**config.mk**
```make
export PLATFORM = sky130hd
export DESIGN_NAME = conv_window_gen
export DESIGN_NICKNAME = d
export VERILOG_FILES = /design/src/rtl/conv_window_gen.sv
export SDC_FILE = /design/constraint.sdc
export NUM_CORES = 2
export LEC_CHECK = 0
export ABC_CLOCK_PERIOD_IN_PS = 14600
export CAP_MARGIN = 20
export CORE_MARGIN = 10
export CORE_UTILIZATION = 40
export CTS_CLUSTER_DIAMETER = 60
export DETAILED_ROUTE_END_ITERATION = 6
export PLACE_DENSITY_LB_ADDON = 0.12
export SLEW_MARGIN = 20
export SYNTH_ARGS = -nofsm -noshare
export SYNTH_HDL_FRONTEND = slang
export SYNTH_SLANG_ARGS = --single-unit
```
**constraint.sdc**
```tcl
create_clock -name clk_i -period 14.6 [get_ports clk_i]
set_input_delay 1.46 -clock clk_i [delete_from_list [all_inputs] [get_ports clk_i]]
set_output_delay 1.46 -clock clk_i [all_outputs]
set_load 0.02 [all_outputs]
```
**src/rtl/conv_window_gen.sv**
```systemverilog
// conv_window_gen: streaming 3x3 window generator for a raster pixel stream.
// Two line buffers hold the previous two image rows. A 3x3 pixel register
// slides one column per accepted pixel. The output is one packed window per
// valid (no padding, stride 1) position. Both sides are valid-only.
module conv_window_gen #(
    parameter int unsigned IMG_W = 16,
    parameter int unsigned IMG_H = 16,
    parameter int unsigned CH    = 3,
    localparam int unsigned CW   = $clog2(IMG_W),
    localparam int unsigned RW   = $clog2(IMG_H),
    localparam int unsigned PW   = CH * 8,
    localparam int unsigned WW   = 9 * CH * 8
) (
    input  logic          clk_i,
    input  logic          rst_i,
    input  logic          pix_valid_i,
    input  logic          pix_sof_i,
    input  logic [PW-1:0] pix_data_i,
    output logic          win_valid_o,
    output logic [WW-1:0] win_data_o,
    output logic [RW-1:0] win_row_o,
    output logic [CW-1:0] win_col_o,
    output logic          frame_done_o
);

    // Position of the next expected pixel
    logic [CW-1:0] col_q, col_d, cur_col;
    logic [RW-1:0] row_q, row_d, cur_row;
    logic          last_col, last_row, win_hit;

    // lb0 holds row r-2, lb1 holds row r-1 (indexed by column)
    logic [PW-1:0] lb0 [IMG_W];
    logic [PW-1:0] lb1 [IMG_W];
    logic [PW-1:0] lb0_rd, lb1_rd;

    // Window register indexed [row][col], row 0 = top, col 0 = left
    logic [PW-1:0] win_q [3][3];
    logic [PW-1:0] win_d [3][3];
    logic [WW-1:0] pack_d;

    // Resolve the accepted pixel's position and the next counter values
    always_comb begin
        cur_col  = pix_sof_i ? '0 : col_q;
        cur_row  = pix_sof_i ? '0 : row_q;
        last_col = (cur_col == CW'(IMG_W - 1));
        last_row = (cur_row == RW'(IMG_H - 1));
        win_hit  = (cur_row >= RW'(2)) && (cur_col >= CW'(2));
        col_d    = cur_col + CW'(1);
        row_d    = cur_row;
        if (last_col) begin
            col_d = '0;
            row_d = last_row ? '0 : cur_row + RW'(1);
        end
    end

    // Line buffer read of the current column
    always_comb begin
        lb0_rd = lb0[cur_col];
        lb1_rd = lb1[cur_col];
    end

    // Shifted window and its packed form (channel-major, then row, then column)
    always_comb begin
        for (int r = 0; r < 3; r++) begin
            win_d[r][0] = win_q[r][1];
            win_d[r][1] = win_q[r][2];
        end
        win_d[0][2] = lb0_rd;
        win_d[1][2] = lb1_rd;
        win_d[2][2] = pix_data_i;
        pack_d = '0;
        for (int c = 0; c < int'(CH); c++) begin
            for (int r = 0; r < 3; r++) begin
                for (int k = 0; k < 3; k++) begin
                    pack_d[(c * 9 + r * 3 + k) * 8 +: 8] = win_d[r][k][c * 8 +: 8];
                end
            end
        end
    end

    // Line buffers: no reset needed, rows 0-1 of a frame refill them before use
    always_ff @(posedge clk_i) begin
        if (pix_valid_i) begin
            lb0[cur_col] <= lb1_rd;
            lb1[cur_col] <= pix_data_i;
        end
    end

    // Counters, window register and registered outputs
    always_ff @(posedge clk_i or posedge rst_i) begin
        if (rst_i) begin
            col_q        <= '0;
            row_q        <= '0;
            win_valid_o  <= 1'b0;
            frame_done_o <= 1'b0;
            win_data_o   <= '0;
            win_row_o    <= '0;
            win_col_o    <= '0;
            for (int r = 0; r < 3; r++) begin
                for (int k = 0; k < 3; k++) begin
                    win_q[r][k] <= '0;
                end
            end
        end else begin
            win_valid_o  <= pix_valid_i && win_hit;
            frame_done_o <= pix_valid_i && win_hit && last_col && last_row;
            if (pix_valid_i) begin
                col_q <= col_d;
                row_q <= row_d;
                win_q <= win_d;
                // Output fields only update with a new window; otherwise hold
                if (win_hit) begin
                    win_data_o <= pack_d;
                    win_row_o  <= cur_row - RW'(2);
                    win_col_o  <= cur_col - CW'(2);
                end
            end
        end
    end

endmodule

```
---- After elaboration in Yosys (flattened, before gate mapping) ----
Memory sizes are Yosys's and may differ from the RTL's.
Cells that the tools add are included.
storage, ports and cells
  register bits ........................... 378
  RAM bits ................................ 768
  output and inout bits ................... 226
  memories ................................ 2
cells by class
  add/sub/neg operators ................... 4
  magnitude comparators ................... 2
  equal/unequal tests ..................... 2
  muxes and demuxes ....................... 7
  reductions and logical operators ........ 5
memory list
  memory  depth  width  rd ports  clocked after Yosys merged registers in  write ports  RTL line  source
  lb0     16     24     1         0                                        1            32        logic [PW-1:0] lb0 [IMG_W];
  lb1     16     24     1         0                                        1            33        logic [PW-1:0] lb1 [IMG_W];
operators by type and width
  cell                   number
  $mux W4                5
  $add A4 B1 Y4 const B  2
  $eq A4 B4 Y1 const B   2
  $ge A4 B2 Y1 const B   2
  $sub A4 B2 Y4 const B  2
  $logic_and A1 B1 Y1    4
  $mux W1                2
  $reduce_and A2 Y1      1

---- Logic depth before layout (Yosys ltp) ----
  word-level depth ........................ 6
  gate-level depth with buffers ........... 11
  mapped depth without buffers ............ 8

---- Least setup slack after synthesis ----
Ideal clock, no wire load.
  kind .................................... input-to-reg
  start ................................... input pix_valid_i
  end ..................................... memory lb0[2][0] (netlist name), enable pin
  setup time .............................. 0.523 ns
  arrival time ............................ 5.744 ns
  required time ........................... 14.077 ns
  setup slack ............................. 8.333 ns
  cell stages on the path ................. 5
  path buffers ............................ 3
  path through ............................ clkbuf_1 > buf_2 > buf_2 > nand3_1 > nor3b_1
between the ends
  cells in the longest elaborated chain, start to end .. 2
RTL lines
  element                        RTL line  source
  start: declaration             16        input logic pix_valid_i,
  $mux W1                        83        if (pix_valid_i) begin
  $mux W1 (not written as such)  84        lb0[cur_col] <= lb1_rd;
  end: declaration               32
Every way passes these cells.

---- Worst setup path after layout ----
  start ................................... input pix_valid_i
  end ..................................... register win_data_o[93]
between the ends
  cells in the longest elaborated chain, start to end .. 1
RTL lines
  element                      RTL line  source
  $reduce_and A2 Y1 (no line)  --
  end signal: assignment       113       win_data_o <= pack_d;
  end: declaration             20        output logic [WW-1:0] win_data_o,
Every way passes these cells.
A chain may end at the register's enable or synchronous reset.

==> reports/metrics.csv <==
stage,metric,value,unit
clock_network,cts_tree,built,
critical_path,worstPathRequired,15.23,ns
logic_synthesis,synth_area,0.0451,mm2
route,first_iter_violations,2582,
timing,fin_skew,0.0331,ns
timing,slew_headroom,25.0,%
route,wirelength,129000,um
die,dieArea,0.127,mm2
placed_design,gp_congestion,0.780,
timing,slew_viol_final,0,
final_layout,drive_above_1_share,11.1,%
logic_synthesis,netlist_instances,3197,
critical_path,worstSetupPathType,in -> reg,
logic_synthesis,async_flop_share,33.0,%
clock_network,h-tree-depth,4,
clock_network,cts-resized-gates,0,
logic_synthesis,synth_top_area_share,51.1,%
global_routing,grt_pass1_wl,188000,um
logic_synthesis,yosysMostFrequentCell,edfxtp_1,
timing,final.min_clock_period,4.99,ns
logic_synthesis,synthesis.nets,3229,
critical_path,critical_path.max_stage_delay,0.93,ns
route,vias,27499,
critical_path,crit_buf_inv,5,
final_layout,final_nets,3444,
global_routing,antenna_found_initial,8,
route,avgViaCountPerCell,5.49,
outcome,status,"finished, final reports clean",
route,drtAntennaViolNets,0,
logic_synthesis,yosysUniqueCellTypes,48,
timing,max_freq,0.200,GHz
die,chipWidth,356,um
final_layout,area_growth,17.9,%
die,boundaryPins,254,
timing,hold_violations,0,
die,fp.dieH,356,um
logic_synthesis,ys_seq_area_share,72.1,%
final_layout,finish.utilization,47.4,%
logic_synthesis,synthTopCellsByArea,"edfxtp_1 (51%), dfrtp_1 (21%), nand2_1 (5.3%), mux2i_1 (4.3%), mux2_2 (2.4%)",
critical_path,cp-start-kind,input port,
global_routing,grt-ovfl-total,0,
critical_path,slowest_stage,buf_4,
route,first_pass_iters,6,
global_routing,grt_pass1_vias,27215,
die,num_rows,123,
clock_network,cts_hold_buf,0,
logic_synthesis,ys_ff_latch,1146,
flow_run,maxCapViolations,0,
placed_design,hpwlAfterDp,75400,um
route,route.detailed.drc,0,
clock_network,root_buffer,clkbuf_16,
logic_synthesis,synth_ff_type,edfxtp_1,
die,start_util,40.2,%
timing,max_slew.worst_pin.slew,1.12,ns
timing,setup_tns,0,ns
timing,final.period_utilization,34.2,%
placed_design,port_buffers,253,
clock_network,clk_latency,0.72,ns
clock_network,clk_pin_slew,0.06,ns
logic_synthesis,synth_edf_count,768,
critical_path,critPathCaptureType,register,
clock_network,cts_setup_buffers,0,
global_routing,grtUsageTotal,19.9,%
timing,rsz0062_at_grt,false,
critical_path,cpMostUsedCell,buf_4,
clock_network,cts_made_buffers,130,
logic_synthesis,synth_area_per_cell,14.1,um2
clock_network,cts_num_sinks,1146,
critical_path,crit_family,buffers and inverters,
logic_synthesis,post-synth-top-area-cell,edfxtp_1,
critical_path,cp_cell_sequence,clkbuf_8 > buf_4 > o2111ai_4 > buf_12 > inv_8 > buf_4 > nor2_1 > a31oi_1,
critical_path,arrival,5.62,ns
critical_path,critPathMaxFanout,181,
power_and_ir_drop,power_leakage,20.7,nW
power_and_ir_drop,vdd_drop_max,0.118,mV
route,avgRoutedWirePerCell,25.7,um
clock_network,clk_path_buf_depth,3,
global_routing,grt_max_degree,182,
timing,setup_violations,0,
logic_synthesis,synth_common_cells,"edfxtp_1 (768), nand2_1 (637), dfrtp_1 (378)",
die,core-area,0.112,mm2
min_path,hold_path_class,reg -> reg,
logic_synthesis,yosysWarnings,0,
power_and_ir_drop,p_per_area,151,mW/mm2
==> sequential cells by signal, indices dropped and copies added, names as in the netlist <==
| name | flops |
|---|---|
| lb0 | 384 |
| lb1 | 384 |
| win_data_o | 216 |
| pack_d | 144 |
| col_q | 4 |
| row_q | 4 |
| win_col_o | 4 |
| win_row_o | 4 |
| frame_done_o | 1 |
| win_valid_o | 1 |
==> worst min-delay path, stage by stage, from the launching register on <==
cell and delay (ns):
dfrtp_1 0.33, nand2_1 0.05, nand2_1 0.05
==> area by class of cell <==
cell class	instances	area, um2
Tap cell	1500	1880
Antenna cell	1	2.50
Clock inverter	40	317
Multi-Input combinational cell	1819	11500
Fill cell	9655	59000
Inverter	11	58.8
Timing Repair Buffer	304	2970
Clock buffer	192	3910
Sequential cell	1146	32500
==> cells in the final DEF (no fill, tap or decap), types with 4 or more instances in the layout <==
cell,count
clkinv_2,13
nor2_1,194
mux2_2,97
clkbuf_8,20
a31oi_1,98
a22oi_1,94
clkbuf_1,32
nand3_1,6
nand2_1,637
clkinv_1,15
clkbuf_16,141
xnor2_1,4
a21oi_2,18
nor2_4,15
buf_4,48
a21oi_1,83
nor3b_1,95
a32oi_2,7
a221o_1,94
inv_1,6
bufinv_16,4
o21ai_0,9
o21bai_1,94
a32oi_1,41
dfrtp_1,376
clkinvlp_4,4
mux2i_1,194
clkdlybuf4s50_1,251
edfxtp_1,768
ha_1,4
==> kinds of logic (layout without fill, tap and decap cells) <==
group           after synthesis  in the layout  share of synthesized area [%]
flops                      1146           1146                           72.1
simple gates                973            973                           9.09
compound gates              547            547                           9.15
mux                         291            291                           6.73
buf+inv                     232            547                           2.74
fa+ha+maj                     4              4                          0.111
xor+xnor                      4              4                         0.0777
other cells                   0              1                              0
==> per-stage QoR <==
| stage | cells | total power, mW | hold WS [ns] | instance area (um2) | setup slack [ns] |
|---|---|---|---|---|---|
| 2_1_floorplan | 3197 | 4.53 | 0.435 | 45100 | 2.64 |
| 3_3_place_gp | 4779 | 4.89 | 0.449 | 48900 | 9.31 |
| 3_5_place_dp | 4779 | 4.91 | 0.450 | 48900 | 9.21 |
| 4_1_cts | 5011 | 8.10 | 0.452 | 53100 | 9.98 |
| 5_1_grt | 5013 | 8.34 | 0.466 | 53200 | 9.53 |
| 6_report | 5013 | 8.03 | 0.452 | 53200 | 9.61 |
==> worst paths after layout <==
path | start | cells past startpoint | slack, ns | to
setup / recovery | pix_valid_i | 8 | 9.61 | win_data_o[93]$_DFFE_PP0P_
hold / removal | pack_d[122]$_DFFE_PP0P_ | 2 | 0.45 | win_data_o[122]$_DFFE_PP0P_
setup reg to reg | col_q[0]$_DFFE_PP0P_ | 6 | 10.20 | lb0[5][1]$_DFFE_PP_
hold reg to reg | pack_d[122]$_DFFE_PP0P_ | 2 | 0.45 | win_data_o[122]$_DFFE_PP0P_
max in group asynchronous | rst_i | 3 | 11.71 | col_q[0]$_DFFE_PP0P_
min in group asynchronous | rst_i | 2 | 1.29 | win_data_o[111]$_DFFE_PP0P_
==> where the power goes <==
| part | internal [mW] | total, mW | switching [mW] |
|---|---|---|---|
| Sequential | 3.75 | 3.92 | 0.168 |
| Combinational | 0.302 | 0.932 | 0.631 |
| Clock | 1.92 | 3.18 | 1.26 |
| Total | 5.97 | 8.03 | 2.06 |
==> layer usage <==
| layer | up-vias | global-route usage (%) | wire, um |
|---|---|---|---|
| met5 | - | 0 | 24 |
| met4 | 4 | 4.82 | 2060 |
| met3 | 139 | 4.45 | 9470 |
| met2 | 903 | 30.2 | 57800 |
| met1 | 14211 | 28.9 | 59500 |
| li1 | 12242 | - | - |
Note: power is estimated with default switching activity, not from simulation.
